### src/rtl/flag_unit_pkg.sv
// Shared processor definitions: ALU opcodes, flag bit indices, jump condition codes.
// FLAG_UNIT_OVERFLOW_EN enables the V flag, its write enable and the V jump condition.
package flag_unit_pkg;

    localparam int unsigned NUM_FLAGS = 4;

    // Bit positions inside the {V,N,C,Z} flag vector
    localparam int unsigned FLAG_Z = 0;
    localparam int unsigned FLAG_C = 1;
    localparam int unsigned FLAG_N = 2;
    localparam int unsigned FLAG_V = 3;

`ifdef FLAG_UNIT_OVERFLOW_EN
    localparam bit                   OVF_EN    = 1'b1;
    localparam int unsigned          STK_W     = 4;
    localparam logic [NUM_FLAGS-1:0] FLAG_MASK = 4'b1111;
`else
    localparam bit                   OVF_EN    = 1'b0;
    localparam int unsigned          STK_W     = 3;
    localparam logic [NUM_FLAGS-1:0] FLAG_MASK = 4'b0111;
`endif

    typedef enum logic [2:0] {
        COND_ALWAYS = 3'd0,
        COND_Z      = 3'd1,
        COND_N      = 3'd2,
        COND_C      = 3'd3,
        COND_V      = 3'd4
    } cond_e;

    typedef enum logic [3:0] {
        ALU_ADD = 4'd0,
        ALU_SUB = 4'd1,
        ALU_AND = 4'd2,
        ALU_OR  = 4'd3,
        ALU_XOR = 4'd4,
        ALU_SHL = 4'd5,
        ALU_SHR = 4'd6,
        ALU_CMP = 4'd7
    } alu_op_e;

    typedef struct packed {
        logic v;
        logic n;
        logic c;
        logic z;
    } flags_t;

endpackage

### src/rtl/flag_stack.sv
// LIFO of saved flag words for nested interrupts; push and pop together leave it unchanged.
module flag_stack #(
    parameter int unsigned DEPTH = 2,
    parameter int unsigned WIDTH = 3
) (
    input  logic                         clk,
    input  logic                         rst_n,
    input  logic                         push,
    input  logic                         pop,
    input  logic [WIDTH-1:0]             din,
    output logic [WIDTH-1:0]             dout,
    output logic [$clog2(DEPTH+1)-1:0]   level,
    output logic                         full,
    output logic                         empty
);

    localparam int unsigned LW = $clog2(DEPTH + 1);

    logic [WIDTH-1:0] mem_q [DEPTH];
    logic [LW-1:0]    level_q;
    logic [LW-1:0]    level_d;
    logic             push_ok;
    logic             pop_ok;

    assign full    = (level_q == LW'(DEPTH));
    assign empty   = (level_q == '0);
    assign push_ok = push & ~pop & ~full;
    assign pop_ok  = pop & ~push & ~empty;
    assign level   = level_q;

    always_comb begin
        level_d = level_q;
        if (push_ok) begin
            level_d = level_q + LW'(1);
        end else if (pop_ok) begin
            level_d = level_q - LW'(1);
        end
    end

    // Top-of-stack read: entry at index level-1, zero when empty
    always_comb begin
        dout = '0;
        for (int unsigned i = 0; i < DEPTH; i++) begin
            if (level_q == LW'(i + 1)) begin
                dout = mem_q[i];
            end
        end
    end

    always_ff @(posedge clk or negedge rst_n) begin
        if (!rst_n) begin
            level_q <= '0;
            for (int unsigned i = 0; i < DEPTH; i++) begin
                mem_q[i] <= '0;
            end
        end else begin
            level_q <= level_d;
            for (int unsigned i = 0; i < DEPTH; i++) begin
                if (push_ok && (level_q == LW'(i))) begin
                    mem_q[i] <= din;
                end
            end
        end
    end

endmodule

### src/rtl/flag_unit.sv
// Processor status flags: ALU update, carry force, conditional-jump test-and-clear, interrupt save/restore.
// V flag support is built only when FLAG_UNIT_OVERFLOW_EN is defined.
module flag_unit
    import flag_unit_pkg::*;
#(
    parameter int unsigned STACK_DEPTH = 2
) (
    input  logic                               clk,
    input  logic                               rst_n,
    input  logic                               alu_z,
    input  logic                               alu_c,
    input  logic                               alu_v,
    input  logic                               alu_n,
    input  logic [3:0]                         flag_we,
    input  logic                               setc,
    input  logic                               clrc,
    input  logic                               jmp_valid,
    input  logic [2:0]                         jmp_cond,
    input  logic                               int_save,
    input  logic                               rti_restore,
    output logic [3:0]                         flags,
    output logic                               take,
    output logic                               stk_err,
    output logic [$clog2(STACK_DEPTH+1)-1:0]   stk_level
);

    localparam int unsigned LW = $clog2(STACK_DEPTH + 1);

    logic [NUM_FLAGS-1:0] flags_q;
    logic [NUM_FLAGS-1:0] flags_d;
    logic                 take_q;
    logic                 take_d;
    logic                 err_q;
    logic                 err_d;

    logic [NUM_FLAGS-1:0] alu_flags;
    logic [NUM_FLAGS-1:0] we_eff;
    logic [NUM_FLAGS-1:0] clr_mask;
    logic                 cond_true;
    logic                 jump_taken;

    logic                 stk_push;
    logic                 stk_pop;
    logic [STK_W-1:0]     stk_dout;
    logic [LW-1:0]        stk_lvl;
    logic                 stk_full;
    logic                 stk_empty;

    assign alu_flags = {alu_v, alu_n, alu_c, alu_z};
    assign we_eff    = flag_we & FLAG_MASK;

    // Condition test uses registered flags only; no forwarding from alu_* inputs
    always_comb begin
        cond_true = 1'b0;
        clr_mask  = '0;
        case (cond_e'(jmp_cond))
            COND_ALWAYS: cond_true = 1'b1;
            COND_Z: begin
                cond_true        = flags_q[FLAG_Z];
                clr_mask[FLAG_Z] = 1'b1;
            end
            COND_N: begin
                cond_true        = flags_q[FLAG_N];
                clr_mask[FLAG_N] = 1'b1;
            end
            COND_C: begin
                cond_true        = flags_q[FLAG_C];
                clr_mask[FLAG_C] = 1'b1;
            end
            COND_V: begin
                cond_true        = OVF_EN & flags_q[FLAG_V];
                clr_mask[FLAG_V] = 1'b1;
            end
            default: cond_true = 1'b0;
        endcase
        jump_taken = jmp_valid & cond_true;
    end

    // Sources applied lowest priority first so later assignments win
    always_comb begin
        flags_d  = flags_q;
        take_d   = jump_taken;
        err_d    = 1'b0;
        stk_push = 1'b0;
        stk_pop  = 1'b0;

        for (int unsigned i = 0; i < NUM_FLAGS; i++) begin
            if (we_eff[i]) begin
                flags_d[i] = alu_flags[i];
            end
        end

        if (setc) begin
            flags_d[FLAG_C] = 1'b1;
        end else if (clrc) begin
            flags_d[FLAG_C] = 1'b0;
        end

        if (jump_taken) begin
            flags_d = flags_d & ~clr_mask;
        end

        // Save with restore is a swap: stack untouched, flags take the top entry
        if (int_save && rti_restore) begin
            if (!stk_empty) begin
                flags_d = NUM_FLAGS'(stk_dout);
            end
        end else if (rti_restore) begin
            if (stk_empty) begin
                err_d = 1'b1;
            end else begin
                stk_pop = 1'b1;
                flags_d = NUM_FLAGS'(stk_dout);
            end
        end else if (int_save) begin
            if (stk_full) begin
                err_d = 1'b1;
            end else begin
                stk_push = 1'b1;
            end
        end

        flags_d = flags_d & FLAG_MASK;
    end

    always_ff @(posedge clk or negedge rst_n) begin
        if (!rst_n) begin
            flags_q <= '0;
            take_q  <= 1'b0;
            err_q   <= 1'b0;
        end else begin
            flags_q <= flags_d;
            take_q  <= take_d;
            err_q   <= err_d;
        end
    end

    flag_stack #(
        .DEPTH (STACK_DEPTH),
        .WIDTH (STK_W)
    ) u_stack (
        .clk   (clk),
        .rst_n (rst_n),
        .push  (stk_push),
        .pop   (stk_pop),
        .din   (flags_q[STK_W-1:0]),
        .dout  (stk_dout),
        .level (stk_lvl),
        .full  (stk_full),
        .empty (stk_empty)
    );

    assign flags     = flags_q;
    assign take      = take_q;
    assign stk_err   = err_q;
    assign stk_level = stk_lvl;

endmodule
### config.mk
export PLATFORM = sky130hd
export DESIGN_NAME = flag_unit
export DESIGN_NICKNAME = d
export VERILOG_FILES = /design/src/rtl/flag_unit_pkg.sv /design/src/rtl/flag_stack.sv /design/src/rtl/flag_unit.sv
export SDC_FILE = /design/constraint.sdc
export NUM_CORES = 1
export LEC_CHECK = 0
export BUFFER_PORTS_ARGS = -buffer_cell sky130_fd_sc_hd__buf_2
export CORE_MARGIN = 8
export CORE_UTILIZATION = 32
export CTS_CLUSTER_DIAMETER = 200
export CTS_CLUSTER_SIZE = 30
export DETAILED_ROUTE_END_ITERATION = 7
export PLACE_DENSITY_LB_ADDON = 0.1
export SLEW_MARGIN = 10
export SYNTH_ARGS = -nofsm -noshare
export SYNTH_HDL_FRONTEND = slang
export SYNTH_HIERARCHICAL = 1
export SYNTH_SLANG_ARGS = --single-unit
### constraint.sdc
create_clock -name clk -period 2.31 [get_ports clk]
set_clock_uncertainty 0.1 [all_clocks]
set_input_delay 0.3465 -clock clk [delete_from_list [all_inputs] [get_ports clk]]
set_output_delay 0.3465 -clock clk [all_outputs]
set_load 0.01 [all_outputs]
==> results of run 1 <==
[worst reg2reg max path, cell delays in order, from the launching register on]
cell	delay, ns
dfrtp_1	0.42
inv_1	0.13
ha_1	0.23
and2b_4	0.23
nor2b_1	0.15
nor3b_2	0.23
and2_4	0.22
mux2_4	0.30
[layout make-up]
class,count,area [sq um],area share [%]
Clock buffer,4,26.3,2.71
Sequential cell,13,325,33.5
Inverter,2,7.51,0.774
Tap cell,30,37.5,3.87
Multi-Input combinational cell,51,438,45.2
Timing Repair Buffer,25,135,13.9
[per-layer routing]
metal	global-route usage, %	up-vias
li1	-	299
met1	10.6	291
met2	13.5	15
met3	2.55	4
met4	6.54	0
met5	0	-
[stage by stage]
step / setup WS (ns) / area, sq um / utilization, %
floorplan: 0.264 / 778 / -
global placement: 0.198 / 933 / 39.1
detailed placement: 0.171 / 933 / 39.1
CTS: 0.158 / 970 / 40.6
global route: 0.0560 / 970 / 40.6
finish: 0.187 / 970 / 40.6
[report_power, final]
part	leakage (nW)	internal (mW)	switching, mW
Sequential	0.164	0.319	0.0843
Combinational	0.299	0.264	0.206
Clock	0.0150	0.0670	0.0742
[flip-flops by register name, summed over array words and instances (netlist names)]
name and count:
u_stack/mem_q 6, flags 3, u_stack/level 2, stk_err 1
take 1
[final timing paths]
| path | startpoint | end | slack, ns | cells past startpoint |
|---|---|---|---|---|
| max in group asynchronous | rst_n | u_stack/mem_q[3]$_DFFE_PN0P_ | 1.50 | 2 |
| worst min-delay path | int_save | stk_err$_DFF_PN0_ | 0.20 | 2 |
| worst min register to register | u_stack/mem_q[0]$_DFFE_PN0P_ | u_stack/mem_q[0]$_DFFE_PN0P_ | 0.41 | 1 |
| min in group asynchronous | rst_n | u_stack/mem_q[5]$_DFFE_PN0P_ | 0.38 | 2 |
| worst max-delay path | u_stack/level[1]$_DFFE_PN0P_ | u_stack/mem_q[2]$_DFFE_PN0P_ | 0.19 | 7 |
| worst max register to register | u_stack/level[1]$_DFFE_PN0P_ | u_stack/mem_q[2]$_DFFE_PN0P_ | 0.19 | 7 |
[cells in the final DEF (no fill, tap or decap), drive strengths merged]
cell,netlist,layout
nor2b,2,2
a21bo,1,1
a21oi,3,3
and2,2,2
nand4b,2,2
mux2,6,6
dlygate4sd3,0,1
o21ai,3,3
clkbuf,0,4
inv,2,2
nand3b,1,1
conb,1,1
buf,1,24
nand2b,2,2
and2b,2,2
nor3b,2,2
nand2,3,3
nor2,4,4
a41oi,1,1
dfrtp,13,13
o21bai,1,1
a22o,5,5
o32ai,1,1
mux2i,4,4
xnor2,1,1
o21a,1,1
ha,3,3
[cells by family (layout without fill, tap and decap cells)]
logic type / Yosys count / count (layout) / share of synthesized area, %
fa+ha+maj: 3 / 3 / 4.82
mux: 10 / 10 / 16.7
xor+xnor: 1 / 1 / 1.13
other cells: 1 / 1 / 0.482
flops: 13 / 13 / 41.8
compound gates: 16 / 16 / 15.9
simple gates: 20 / 20 / 17.2
buf+inv: 3 / 31 / 1.93
==> metrics.yaml, run 1 <==
cells_and_area:
  drive_gt1_share_pct: 41.1
  n_antenna_cell: 0
  nNetsFinal: 117
  area_growth_pct: 24.6
  fill_cells: 246
  fin_cells: 125
detailed_routing:
  wl_met3_um: 110
  ant_nets: 0
  drc: 0
  routed_wl_mm: 1.68
  wl_per_cell_um: 13.4
  top_layer: "met4"
  wl_met2_um: 771
  drt_iter0_markers: 18
  dr.pass1.iters: 4
  viasPerCell: 4.87
  vias: 609
  route.layer.met1.wl_um: 760
clock_network:
  cts_root_buf: "clkbuf_4"
  clkSinkCount: 13
  cts_buffer_depth: 2
  postCtsHoldBufs: 1
  postCtsResizedCells: 0
  htreeDepth: 1
  post_cts_buffers: 0
  cts_buffers: 3
  clkTransAtPathRegs_ns: 0.08
  insertion_delay_ns: 0.27
  cts_tree: "built"
timing:
  slew_viol_final: 0
  finalCritPeriodShare_pct: 91.9
  hold_violations: 0
  max_freq_mhz: 471
  rsz0062_at_grt: "no"
  tns_ns: 0
  hold_ws_ns: 0.196
  setup_violations: 0
  timing.final.crit_period_ns: 2.12
placement:
  dp_hpwl_mm: 1.31
  dp_cells: 120
  gp_congestion: 0.696
  portBuffers: 22
logic_synthesis:
  synth.most_common_cell: "dfrtp_1"
  yosys-top-cells-count: "dfrtp_1, mux2_4, a22o_1"
  ys.warnings.count: 6
  yosysTopAreaCell: "dfrtp_1"
  syn_avg_cell_area_sq_um: 11.6
  netlist_instances: 67
  synth-edff-count: 0
  synth_cell_type_count: 28
  syn_nets: 88
  synth_top_area_share_pct: 41.8
  synth_ff_type: "dfrtp_1"
  ys_ff_latch: 13
  yosysSeqAreaShare_pct: 41.8
  netlist_area_sq_um: 778
  synthTopCellsByArea: "dfrtp_1, mux2_4, a22o_1, mux2i_1, ha_1"
  async_flop_share_pct: 100
setup_path:
  required_ns: 2.38
  crit_family: "simple AND/OR/NAND/NOR gates"
  cp-start-kind: "flip-flop"
  cp_slowest_stage_delay_ns: 0.42
  worstPathMaxFanout: 7
  crit_arrival_ns: 2.19
  critical_path_class: "reg2reg"
  crit_path_end_kind: "flip-flop"
  cp_slowest_cell: "dfrtp_1"
  path_cells: "inv_1 -> ha_1 -> and2b_4 -> nor2b_1 -> nor3b_2 -> and2_4 -> mux2_4"
  crit_buf_inv: 1
global_route:
  antenna_found_initial: 0
  grt_max_degree: 14
  grt_pass1_vias: 640
  track_usage_pct: 8.96
  grt_pass1_wl_mm: 2.93
  grt_overflow_total: 0
floorplanning:
  ioPinCount: 26
  row_count: 18
  die_y_um: 65.3
  die_area_sq_um: 4270
  fp.coreArea_sq_um: 2390
  initial_core_util_pct: 32.6
  dieWidth_um: 65.3
run_status:
  status: "complete, no violations"
power:
  power.total_mw: 1.02
  peakVddDrop_uv: 547
  power_density_nw_per_um2: 1050
  leakage_nw: 0.478
run:
  drv_cap: 0
worst_hold_path:
  hold_class: "in2reg"
Power figures use the tool's default switching activity.
==> inputs of run 2 (changes only) <==
Settings changed: ABC_AREA set to 1, CORE_UTILIZATION 32 to 49.
==> run 2 against run 1 <==
  * Setup slack better by 0.34 ns
  * Largest power group unchanged
  * Final cell count up 21%
  * Count of clock-buffer cells in the layout unchanged
  * Highest routed layer unchanged
  * Synthesized area up 6.3%
  * Global-route usage up 1.8 points
  * Via count up 19%
  * Power up 2.1%
  * Sequential cell count unchanged
  * Critical endpoint is now u_stack/level[1]$_DFFE_PN0P_
  * Utilization up 19 points
  * Final area up 1.8%
  * Maximum frequency up 19%
==> metrics.yaml, run 2 <==
timing:
  setup_ws_ns: 0.531
  rsz0062_at_grt: "no"
  slew_viol_final: 0
  max_freq_mhz: 562
  setup_violations: 0
  hold_violations: 0
  tns_ns: 0
  timing.final.crit_period_ns: 1.78
  finalCritPeriodShare_pct: 77.0
clock_network:
  cts_buffers: 3
  post_cts_buffers: 0
  htreeDepth: 1
  cts_root_buf: "clkbuf_4"
  clkTransAtPathRegs_ns: 0.08
  clkSinkCount: 13
  cts_tree: "built"
  postCtsHoldBufs: 1
  cts_buffer_depth: 2
  postCtsResizedCells: 0
  insertion_delay_ns: 0.27
cells_and_area:
  layout_commonest_cell: "nand2_1"
  largest_reg_flops: 6
  final_cell_mix: "nand2_1, buf_2, inv_1, dfrtp_1, nor2_1"
  fill_cells: 167
  nNetsFinal: 156
  top_register: "u_stack/mem_q"
  n_antenna_cell: 0
  area_growth_pct: 19.4
  drive_gt1_share_pct: 32.8
floorplanning:
  die_area_sq_um: 3260
  row_count: 15
  die_y_um: 57.1
  initial_core_util_pct: 50.1
  ioPinCount: 26
  dieWidth_um: 57.1
  fp.coreArea_sq_um: 1650
run:
  drv_cap: 0
setup_path:
  critical_path_class: "reg2reg"
  required_ns: 2.43
  r2r-end: "u_stack/level[1]$_DFFE_PN0P_"
  crit_path_end_kind: "flip-flop"
  cp_slowest_cell: "dfrtp_1"
  worstPathMaxFanout: 6
  cp-start-kind: "flip-flop"
  crit_family: "simple AND/OR/NAND/NOR gates"
  crit_buf_inv: 4
  reg2reg_setup_slack_ns: 0.53
  timing.critical_path.mode_cell: "inv_1"
  reg2reg_from: "u_stack/level[0]$_DFFE_PN0P_"
  cp_slowest_stage_delay_ns: 0.39
  path_cells: "inv_1 -> ha_1 -> nor2_4 -> inv_2 -> nor2_1 -> inv_1 -> nand3_2 -> nand2_2 -> inv_1 -> nand2_1 -> nand2_1"
  crit_arrival_ns: 1.89
  r2r_cells: 11
logic_synthesis:
  yosys-top-cells-count: "nand2_1, inv_1, dfrtp_1"
  yosysSeqAreaShare_pct: 39.3
  syn_nets: 129
  ys.warnings.count: 6
  netlist_area_sq_um: 827
  ys_ff_latch: 13
  netlist_instances: 108
  syn_avg_cell_area_sq_um: 7.66
  synthTopCellsByArea: "dfrtp_1, nand2_1, inv_1, ha_1, nand3_1"
  synth.most_common_cell: "nand2_1"
  yosysTopAreaCell: "dfrtp_1"
  synth-edff-count: 0
  async_flop_share_pct: 100
  synth_top_area_share_pct: 39.3
  synth_ff_type: "dfrtp_1"
  synth_cell_type_count: 23
placement:
  preCtsSetupSlack_ns: 0.539
  portBuffers: 22
  gp_congestion: 0.769
  dp_hpwl_mm: 1.38
run_status:
  status: "complete, no violations"
global_route:
  grt_pass1_wl_mm: 2.87
  antenna_found_initial: 0
  use_met2_pct: 15.5
  track_usage_pct: 10.8
  busiest_layer: "met2"
  grt_use_met1_pct: 14.3
  grt_overflow_total: 0
  grt_use_met3_pct: 3.33
  grt_pass1_vias: 695
  grt_max_degree: 14
detailed_routing:
  drt_iter0_markers: 17
  drc: 0
  vias: 723
  dr.pass1.iters: 4
  routed_wl_mm: 1.65
  ant_nets: 0
  viasPerCell: 4.79
  wl_per_cell_um: 10.9
worst_hold_path:
  min_path_cells: 2
  hold_class: "in2reg"
  hold_start: "rti_restore"
  hold_end: "stk_err$_DFF_PN0_"
power:
  peakVddDrop_uv: 648
  leakage_nw: 0.543
  power_density_nw_per_um2: 1050
## run 2: changes by cell type in the layout (fill, tap and decap cells not counted), moves of 4 or more
| cell | delta |
|---|---|
| mux2i_1 | -4 |
| nand3_1 | +6 |
| nand2_1 | +20 |
| inv_2 | +6 |
| a22o_1 | -5 |
| mux2_4 | -6 |
| inv_1 | +16 |
## run 2: cell type report
| cell class | count | area [sq um] | share of cell area, % |
|---|---|---|---|
| multi-input cells | 70 | 404 | 40.9 |
| flip-flops and latches | 13 | 325 | 33.0 |
| repair buffers | 23 | 120 | 12.2 |
| inverters | 24 | 90.1 | 9.13 |
| clock buffers | 4 | 26.3 | 2.66 |
| well taps | 17 | 21.3 | 2.15 |
## run 2: per-stage QoR
stage	cells	hold WS [ns]	cell area [sq um]	total power, mW	util, %
CTS	151	0.171	987	1.05	59.8
detailed placement	146	0.154	951	0.904	57.6
floorplan	108	-0.0491	827	0.759	-
global placement	146	0.153	951	0.894	57.6
finish	151	0.178	987	1.04	59.8
global route	151	0.174	987	1.13	59.8
## run 2: kinds of logic after synthesis
kind of cell / Yosys count / share of synthesized area [%]
fa+ha+maj: 3 / 4.54
flops: 13 / 39.3
simple gates: 49 / 30.6
other cells: 1 / 0.453
buf+inv: 25 / 11.8
compound gates: 17 / 13.3
## run 2: worst max-delay path by stage
stage	startpoint	endpoint	slack [ns]	cells past startpoint
6_report	u_stack/level[0]$_DFFE_PN0P_	u_stack/level[1]$_DFFE_PN0P_	0.53	11
5_1_grt	u_stack/level[0]$_DFFE_PN0P_	u_stack/level[0]$_DFFE_PN0P_	0.33	11
4_1_cts	u_stack/level[0]$_DFFE_PN0P_	u_stack/level[1]$_DFFE_PN0P_	0.52	11
3_5_place_dp	u_stack/level[0]$_DFFE_PN0P_	u_stack/level[1]$_DFFE_PN0P_	0.54	11
3_3_place_gp	u_stack/level[0]$_DFFE_PN0P_	u_stack/level[1]$_DFFE_PN0P_	0.57	10
2_1_floorplan	u_stack/level[0]$_DFFE_PN0P_	u_stack/level[1]$_DFFE_PN0P_	0.62	11
## run 2: per-layer routing
| metal | vias up | routed length, um |
|---|---|---|
| met5 | - | 0 |
| met4 | 0 | 17 |
| met3 | 2 | 60 |
| met2 | 15 | 779 |
| met1 | 319 | 792 |
| li1 | 387 | - |
## run 2: power by group
group	switching, mW	internal, mW
registers	0.0714	0.327
clock network	0.0743	0.0668
logic	0.307	0.190
total	0.453	0.584
==> inputs of run 3 (changes only) <==
Clock period 2.31 ns to 1.7 ns, I/O delays scaled along.
==> run 3 against run 2 <==
  * Non-clock buffer count grew 2
  * Sequential cell count is the same
  * Power grew 42%
  * First-iteration DRC count shrank 35%
  * Maximum frequency grew 11%
  * Final cell count grew 1.3%
  * Critical path depth shrank 1
  * Largest power group unchanged
==> metrics.yaml, run 3 (same netlist as run 2, synthesis figures left out) <==
cells_and_area:
  top_register: "u_stack/mem_q"
  area_growth_pct: 22.4
  postLayoutCellArea_sq_um: 1010
  final_cell_mix: "nand2_1, buf_2, inv_1, dfrtp_1"
  largest_reg_flops: 6
  layout_commonest_cell: "nand2_1"
  n_antenna_cell: 0
  fill_cells: 142
  drive_gt1_share_pct: 35.3
  nNetsFinal: 158
power:
  power.internal_mw: 0.826
  pwr-share-seq_pct: 36.6
  swShare_pct: 43.7
  power_density_nw_per_um2: 1450
  power_frac_comb_pct: 50.0
  leakage_nw: 0.553
  p_clk_share_pct: 13.4
  p_switching_mw: 0.641
  peakVddDrop_uv: 877
clock_network:
  post_cts_buffers: 0
  cts_root_buf: "clkbuf_4"
  cts_buffer_depth: 2
  htreeDepth: 1
  insertion_delay_ns: 0.27
  clkSinkCount: 13
  cts_buffers: 3
  cts_tree: "built"
  clkTransAtPathRegs_ns: 0.09
detailed_routing:
  vias: 752
  ant_nets: 0
  routed_wl_mm: 1.75
  drt_iter0_markers: 11
  wl_per_cell_um: 11.4
  viasPerCell: 4.92
  dr.pass1.iters: 6
  drc: 0
timing:
  rsz0062_at_grt: "no"
  timing.final.crit_period_ns: 1.60
  tns_ns: 0
  finalCritPeriodShare_pct: 93.9
  hold_violations: 0
  hold_ws_ns: 0.0901
  setup_violations: 0
  slew_viol_final: 0
  max_freq_mhz: 626
floorplanning:
  ioPinCount: 26
  fp.coreArea_sq_um: 1650
  die_area_sq_um: 3260
  initial_core_util_pct: 50.1
  dieWidth_um: 57.1
  die_y_um: 57.1
  row_count: 15
setup_path:
  crit_arrival_ns: 1.69
  critical_path_class: "reg2reg"
  path_cells: "inv_1 -> ha_2 -> nor2_4 -> inv_2 -> nor2_4 -> inv_1 -> nand3_2 -> nor2_4 -> nand2_1 -> o21ai_0"
  required_ns: 1.79
  timing.critical_path.mode_cell: "nor2_4"
  crit_path_end_kind: "flip-flop"
  worstPathMaxFanout: 6
  cp_slowest_stage_delay_ns: 0.42
  cp-start-kind: "flip-flop"
  cp_slowest_cell: "dfrtp_1"
global_route:
  grt_pass1_vias: 766
  grt_pass1_wl_mm: 3.06
  grt_max_degree: 14
  antenna_found_initial: 0
  grt_overflow_total: 0
  track_usage_pct: 11.3
worst_hold_path:
  hold_class: "in2reg"
run:
  drv_cap: 0
run_status:
  status: "complete, no violations"
placement:
  gp_congestion: 0.804
  portBuffers: 22
  placed_area_sq_um: 966
  dp_hpwl_mm: 1.40
run 3: cell count changes in the layout (fill, tap and decap cells not counted):
cell / before / now
nor2_4: 2 / 3
ha_2: 0 / 1
buf_4: 0 / 2
ha_1: 3 / 2
nor2_1: 7 / 6
run 3: routing by layer:
layer | part of all wire, % | track usage [%] | vias up
met5 | 0 | 0 | -
met4 | 0.97 | 5.03 | 0
met2 | 46 | 16.9 | 25
met3 | 5.4 | 3.10 | 2
li1 | - | - | 394
met1 | 47 | 14.8 | 331
run 3: worst paths after layout:
kind,from,to,slack (ns),cells after the start
min in group asynchronous,rst_n,u_stack/mem_q[0]$_DFFE_PN0P_,0.29,2
hold reg to reg,u_stack/mem_q[2]$_DFFE_PN0P_,u_stack/mem_q[2]$_DFFE_PN0P_,0.45,2
max in group asynchronous,rst_n,flags[2]$_DFF_PN0_,0.98,2
hold / removal,rti_restore,stk_err$_DFF_PN0_,0.09,2
setup reg to reg,u_stack/level[1]$_DFFE_PN0P_,u_stack/mem_q[5]$_DFFE_PN0P_,0.10,10
setup / recovery,u_stack/level[1]$_DFFE_PN0P_,u_stack/mem_q[5]$_DFFE_PN0P_,0.10,10
run 3: what timing repair did:
action                                  in CTS  in global routing
pin swaps                                    0                  0
gates resized for setup                      1                  2
hold endpoints to repair                    13                  0
endpoints found under the setup margin       1                  6
hold buffers                                 1                  0
cloned                                       0                  0
run 3: cell type report:
cell class / count / area [sq um] / area share, %
Sequential cell: 13 / 325 / 32.1
Clock buffer: 4 / 26.3 / 2.60
Timing Repair Buffer: 25 / 135 / 13.3
Multi-Input combinational cell: 70 / 414 / 40.9
Tap cell: 17 / 21.3 / 2.10
Inverter: 24 / 90.1 / 8.90
run 3: power by group through the flow:
stage | Sequential (mW) | Clock (mW) | Combinational, mW
after floorplan | 0.562 | 0 | 0.469
after detailed placement | 0.546 | 0 | 0.717
after CTS | 0.539 | 0.197 | 0.724
after global routing | 0.558 | 0.207 | 0.830
after global placement | 0.541 | 0 | 0.701
final | 0.537 | 0.197 | 0.733
run 3: stage by stage:
| stage | setup slack (ns) | power, mW | std cells | utilization (%) |
|---|---|---|---|---|
| final | 0.103 | 1.47 | 153 | 61.3 |
| after global routing | 0.00406 | 1.60 | 153 | 61.3 |
| after CTS | 0.0637 | 1.46 | 153 | 60.8 |
| after detailed placement | 0.0227 | 1.26 | 148 | 58.5 |
| after global placement | 0.0814 | 1.24 | 148 | 58.5 |
| after floorplan | 0.0129 | 1.03 | 108 | - |
run 3: critical path, delay by kind of cell (launching register included):
family / cells / cell delay, ns
and+or+nand+nor: 5 / 0.46
DFF: 1 / 0.42
buffers and inverters: 3 / 0.25
adders and majority gates: 1 / 0.21
AOI/OAI and AO/OA: 1 / 0.07
